===== src/rtl/snn_timestep_scheduler.sv =====
`default_nettype none
// ============================================================================
// Module      : snn_timestep_scheduler
// Description : Timestep tick generator plus per-timestep layer start/done
//               sequencer. Optional layer watchdog: SNN_SCHED_WATCHDOG_EN.
// Revision    : 1.0 - initial release
// ============================================================================
module snn_timestep_scheduler #(
    parameter int NUM_LAYERS     = 4,
    parameter int CNT_W          = 16,
    parameter int DEFAULT_PERIOD = 4,
    parameter int WDT_CYCLES     = 1024
) (
    input  logic                  clk_in,
    input  logic                  rst_n,
    input  logic                  enable,
    input  logic                  cfg_valid,
    input  logic [CNT_W-1:0]      cfg_period,
    output logic                  cfg_ready,
    output logic                  tick,
    output logic [NUM_LAYERS-1:0] layer_start,
    input  logic [NUM_LAYERS-1:0] layer_done,
    output logic                  busy,
    output logic [31:0]           timestep_cnt,
    output logic                  overrun,
    input  logic                  overrun_clr
`ifdef SNN_SCHED_WATCHDOG_EN
    ,
    output logic                  wdt_timeout
`endif
);

    localparam int                 c_IDX_W      = (NUM_LAYERS > 1) ? $clog2(NUM_LAYERS) : 1;
    localparam logic [c_IDX_W-1:0] c_LAST_IDX   = c_IDX_W'(NUM_LAYERS - 1);
    localparam logic [CNT_W-1:0]   c_MIN_PERIOD = CNT_W'(2);

    typedef enum logic [1:0] {
        IDLE  = 2'd0,
        ARMED = 2'd1,
        START = 2'd2,
        WAIT  = 2'd3
    } state_t;

    state_t               r_state;
    logic [c_IDX_W-1:0]   r_idx;
    logic [CNT_W-1:0]     r_period;
    logic [CNT_W-1:0]     r_phase;
    logic [CNT_W-1:0]     w_peff;
    logic [c_IDX_W-1:0]   w_next_idx;
    logic                 w_cfg_fire;
    logic                 w_busy_st;

    assign w_peff     = (r_period < c_MIN_PERIOD) ? c_MIN_PERIOD : r_period;
    assign w_next_idx = r_idx + c_IDX_W'(1);
    assign w_busy_st  = (r_state == START) || (r_state == WAIT);
    assign busy       = w_busy_st;
    assign cfg_ready  = ((r_state == IDLE) || (r_state == ARMED)) && !tick;
    assign w_cfg_fire = cfg_valid && cfg_ready;

    // A period update restarts the phase so the new period applies from acceptance.
    always_ff @(posedge clk_in or negedge rst_n) begin
        if (!rst_n) begin
            r_period <= CNT_W'(DEFAULT_PERIOD);
            r_phase  <= '0;
            tick     <= 1'b0;
        end else begin
            tick <= 1'b0;
            if (w_cfg_fire) begin
                r_period <= cfg_period;
                r_phase  <= '0;
            end else if (!enable) begin
                r_phase <= '0;
            end else if (r_phase == (w_peff - CNT_W'(1))) begin
                r_phase <= '0;
                tick    <= 1'b1;
            end else begin
                r_phase <= r_phase + CNT_W'(1);
            end
        end
    end

`ifdef SNN_SCHED_WATCHDOG_EN
    localparam int c_WDT_W = $clog2(WDT_CYCLES + 1);
    logic [c_WDT_W-1:0] r_wdt;
`else
    logic w_unused_wdt;
    assign w_unused_wdt = (WDT_CYCLES != 0);
`endif

    always_ff @(posedge clk_in or negedge rst_n) begin
        if (!rst_n) begin
            r_state      <= IDLE;
            r_idx        <= '0;
            layer_start  <= '0;
            timestep_cnt <= '0;
            overrun      <= 1'b0;
`ifdef SNN_SCHED_WATCHDOG_EN
            r_wdt        <= '0;
            wdt_timeout  <= 1'b0;
`endif
        end else begin
            layer_start <= '0;

            // Ticks landing mid-sequence are dropped; the flag set beats the clear.
            if (tick && w_busy_st) begin
                overrun <= 1'b1;
            end else if (overrun_clr) begin
                overrun <= 1'b0;
            end
`ifdef SNN_SCHED_WATCHDOG_EN
            if (overrun_clr) begin
                wdt_timeout <= 1'b0;
            end
`endif

            case (r_state)
                IDLE: begin
                    if (enable) begin
                        r_state <= ARMED;
                    end
                end
                ARMED: begin
                    if (tick) begin
                        r_idx       <= '0;
                        layer_start <= NUM_LAYERS'(1);
                        r_state     <= START;
`ifdef SNN_SCHED_WATCHDOG_EN
                        r_wdt       <= '0;
`endif
                    end else if (!enable) begin
                        r_state <= IDLE;
                    end
                end
                START: begin
                    r_state <= WAIT;
                end
                WAIT: begin
                    if (layer_done[r_idx]) begin
                        if (r_idx == c_LAST_IDX) begin
                            timestep_cnt <= timestep_cnt + 32'd1;
                            r_state      <= enable ? ARMED : IDLE;
                        end else begin
                            r_idx       <= w_next_idx;
                            layer_start <= NUM_LAYERS'(1) << w_next_idx;
                            r_state     <= START;
`ifdef SNN_SCHED_WATCHDOG_EN
                            r_wdt       <= '0;
`endif
                        end
                    end
`ifdef SNN_SCHED_WATCHDOG_EN
                    else if (r_wdt == c_WDT_W'(WDT_CYCLES - 1)) begin
                        wdt_timeout <= 1'b1;
                        r_state     <= ARMED;
                    end else begin
                        r_wdt <= r_wdt + c_WDT_W'(1);
                    end
`endif
                end
                default: begin
                    r_state <= IDLE;
                end
            endcase
        end
    end

endmodule
`default_nettype wire


===== config.mk =====
export PLATFORM = sky130hd
export DESIGN_NAME = snn_timestep_scheduler
export DESIGN_NICKNAME = d
export VERILOG_FILES = /design/src/rtl/snn_timestep_scheduler.sv
export SDC_FILE = /design/constraint.sdc
export NUM_CORES = 1
export LEC_CHECK = 0
export BUFFER_PORTS_ARGS = -buffer_cell sky130_fd_sc_hd__buf_2
export CORE_AREA = 2 2 91 93
export DETAILED_ROUTE_END_ITERATION = 16
export DIE_AREA = 0 0 93 95
export GPL_TIMING_DRIVEN = 0
export PLACE_DENSITY = 0.77
export SYNTH_ARGS = -nofsm -noshare
export SYNTH_HDL_FRONTEND = slang
export SYNTH_SLANG_ARGS = --single-unit

===== constraint.sdc =====
create_clock -name clk_in -period 3.4 [get_ports clk_in]
set_clock_uncertainty 0.1 [all_clocks]
set_input_delay 0.68 -clock clk_in [delete_from_list [all_inputs] [get_ports clk_in]]
set_output_delay 0.68 -clock clk_in [all_outputs]
set_load 0.01 [all_outputs]

==> flow_summary.ini <==
[worst_setup_path]
criticalPathCategory = reg -> reg
slowest_stage = or4_4
critical_path_peak_fanout = 7
crit_buf_inv = 2
cp_num_cells = 12
worst_ep_arrival_time_ns = 3.81
cpMostUsedCell = or4_4
worst-endpoint-required_ns = 3.53
timing.critical_path.cells = or4_4 -> or4_4 -> o31ai_4 -> ha_2 -> nand2b_4 -> nor4_4 -> o211ai_1 -> or4_4 -> nor4_4 -> buf_4 -> buf_6 -> a21oi_2
critPathTopFamily = simple AND/OR/NAND/NOR gates
critPathCaptureType = register
rr_worst_depth = 12
critPathMaxStageDelay_ns = 0.53
crit_path_start_kind = register

[placed_design]
final_hpwl_from_detailed_placement_um = 6070
post-place-cells = 555
routabilityCongestion = 0.908
placedInstanceArea_um2 = 4430
placement.io_buffers = 64
post-place-ws_ns = -0.672

[logic_synthesis]
synthCells = 385
syn_nets = 417
post_synth.cell_area_avg_um2 = 10.2
synth_area_um2 = 3940
synth-seq-cells = 74
netlist-cell-type-count = 45
yosysWarnings = 0
ys.flop_type = dfrtp_1
synth_enable_flop_cells = 0
synth-seq-area-share_pct = 47.1
ys_async_sr_fraction_pct = 100

[sta]
fmaxAchievable_mhz = 272
worst_pin_slew_ns = 1.31
layout_worst_path_cycle_share_pct = 108
setup_viol = 17
worst_slew_margin_rel_pct = 12.0
maxSlewViolCount = 0
rsz0062_at_grt = yes
finalWorstPathRequiredPeriod_ns = 3.68
report.final.hold_viol_count = 0
setup_ws_ns = -0.279
totalNegativeSetupSlack_ns = -4.05

[die]
start_util_pct = 49.7
top_level_ports = 65
placement_rows = 33
fp.dieW_um = 93
die_area_um2 = 8840
fp.coreArea_um2 = 7930
die_height_um = 95

[drt]
routed_wire_length_per_instance_um = 15.0
drt-pass1-iter-count = 5
postRouteAntennaNets = 0
routed-via-count = 3211
met2_length_um = 4320
highest_signal_layer = met4
wire_length_reported_by_the_detailed_router_um = 8840
met3WireLength_um = 553
vias_per_cell = 5.46
drcViolationCount = 0
detailedRoute.firstIterationViolations = 197
met1_length_um = 3770

[grt]
first_global_vias = 3019
grt_remaining_overflow = 0
antenna_found_initial = 0
grt_use_total_pct = 21.0
grt_first_pass_wirelength_um = 14400
pin_count_of_the_biggest_net_entering_global_routing = 51

[layout]
layout-drive-gt1-share_pct = 31.3
final_cells = 588
design.final.nets = 510
non_filler_cell_area_final_um2 = 4820
antenna-diode-count = 0
area_growth_syn_to_layout_pct = 22.4
nFillCells = 709

[flow_run]
cap_viol_max_count = 0

[power_and_ir_drop]
post-layout-total-power_mw = 2.48
power_per_cell_area_nw_per_um2 = 514
power_leakage_nw = 2.22
ir_worst_vdd_v = 0.000215

[clock_network]
cts-hold-fix-buffers = 0
worst_skew_pair.late_latency_ns = 0.34
cts-root-to-sink-buffers = 2
cts_num_sinks = 74
cts.htree.levels = 3
cts_tree = yes
clock_pin_slew_reported_for_the_worst_setup_and_hold_paths_after_clock_tree_synthesis_ns = 0.09
cts_made_buffers = 9
clockRootBuffer = clkbuf_8

[run_status]
outcome = finished with violations
failed_checks = setup timing

[min_path]
hold_path.class = in -> async
==> logic make-up (layout without fill, tap and decap cells) <==
kind of cell             Yosys count  count (layout)  share of synthesized area, %
AND/OR/NAND/NOR                  156             156                          21.7
flip-flops                        74              74                          47.1
adder cells (fa/ha/maj)            7               7                          2.22
buffers and inverters             24             122                          2.57
XOR/XNOR                          64              64                          14.4
AO/OA/AOI/OAI                     45              45                          7.37
multiplexers                      15              15                          4.58
==> sequential cells by signal, summed over array words and instances, names as in the netlist <==
| name | flops |
|---|---|
| r_phase | 16 |
| r_state | 2 |
| timestep_cnt | 32 |
| r_period | 16 |
| layer_start | 4 |
| tick | 1 |
| r_idx | 2 |
| overrun | 1 |
==> timing repair <==
action / CTS / global route
endpoints found under the hold margin: 0 / 0
cloned: 1 / 0
setup endpoints to repair: 17 / 17
gates resized for setup: 13 / 12
pin swaps: 15 / 7
setup buffers: 14 / 4
==> report_power, final <==
group / internal, mW / leakage [nW] / switching (mW)
sequential: 0.984 / 0.982 / 0.149
combinational: 0.329 / 1.15 / 0.372
clock: 0.293 / 0.0859 / 0.350
==> placed cells by master (no fill, tap or decap), types with 8 or more instances in the layout <==
cell type / n
nand3_1: 17
nor3_1: 10
clkbuf_1: 8
and3_1: 11
nor4_1: 10
nand2_1: 46
xor2_1: 19
o21ai_0: 10
a21oi_1: 9
a21oi_2: 13
xnor2_1: 44
dfrtp_1: 70
clkbuf_8: 10
mux2_2: 14
buf_2: 64
nand4_1: 11
buf_4: 16
nor2_1: 19
inv_1: 12
==> layout make-up <==
cell class	instances	area, µm²	share of cell area, %
clock buffers	10	138	2.86
clock inverters	6	48.8	1.01
flip-flops and latches	74	1860	38.5
inverters	12	45.0	0.935
well taps	105	131	2.73
plain buffers	11	57.6	1.19
multi-input cells	287	2050	42.4
repair buffers	83	497	10.3
==> synthesized netlist by cell type, drive strengths merged (8+ instances only) <==
cell    count  area (µm²)
dfrtp      73        1830
clkbuf      8        30.0
o21ai      10        50.1
mux2       14         158
nor2       20        75.1
nand4      11        68.8
nand2      46         173
nor3       10        50.1
and3       11        68.8
nand3      17        85.1
a21oi      22         114
inv        12        45.0
xnor2      44         385
nor4       14         139
xor2       20         183
==> metrics by stage <==
stage               utilization, %  hold WS, ns
floorplan                        -        0.284
CTS                           60.0        0.140
detailed placement            55.8        0.369
global placement              55.4        0.356
finish                        60.8        0.136
global route                  60.8        0.149
==> routing by layer <==
layer  track usage, %  up-vias
met2             35.0      104
met1             26.9     1554
met4             7.11        0
li1                 -     1530
met5                0        -
met3             5.11       23
==> worst paths after layout <==
kind | to | from | slack (ns)
worst max-delay path | r_phase[11] | r_period[3] | -0.28
worst min-delay path | r_period[0] | rst_n | 0.14
worst max register to register | r_phase[11] | r_period[3] | -0.28
worst min register to register | timestep_cnt[31] | timestep_cnt[31] | 0.38
max in group asynchronous | r_phase[7] | rst_n | 2.51
min in group clk_in | timestep_cnt[31] | timestep_cnt[31] | 0.38
(Power assumes the default switching activity.)
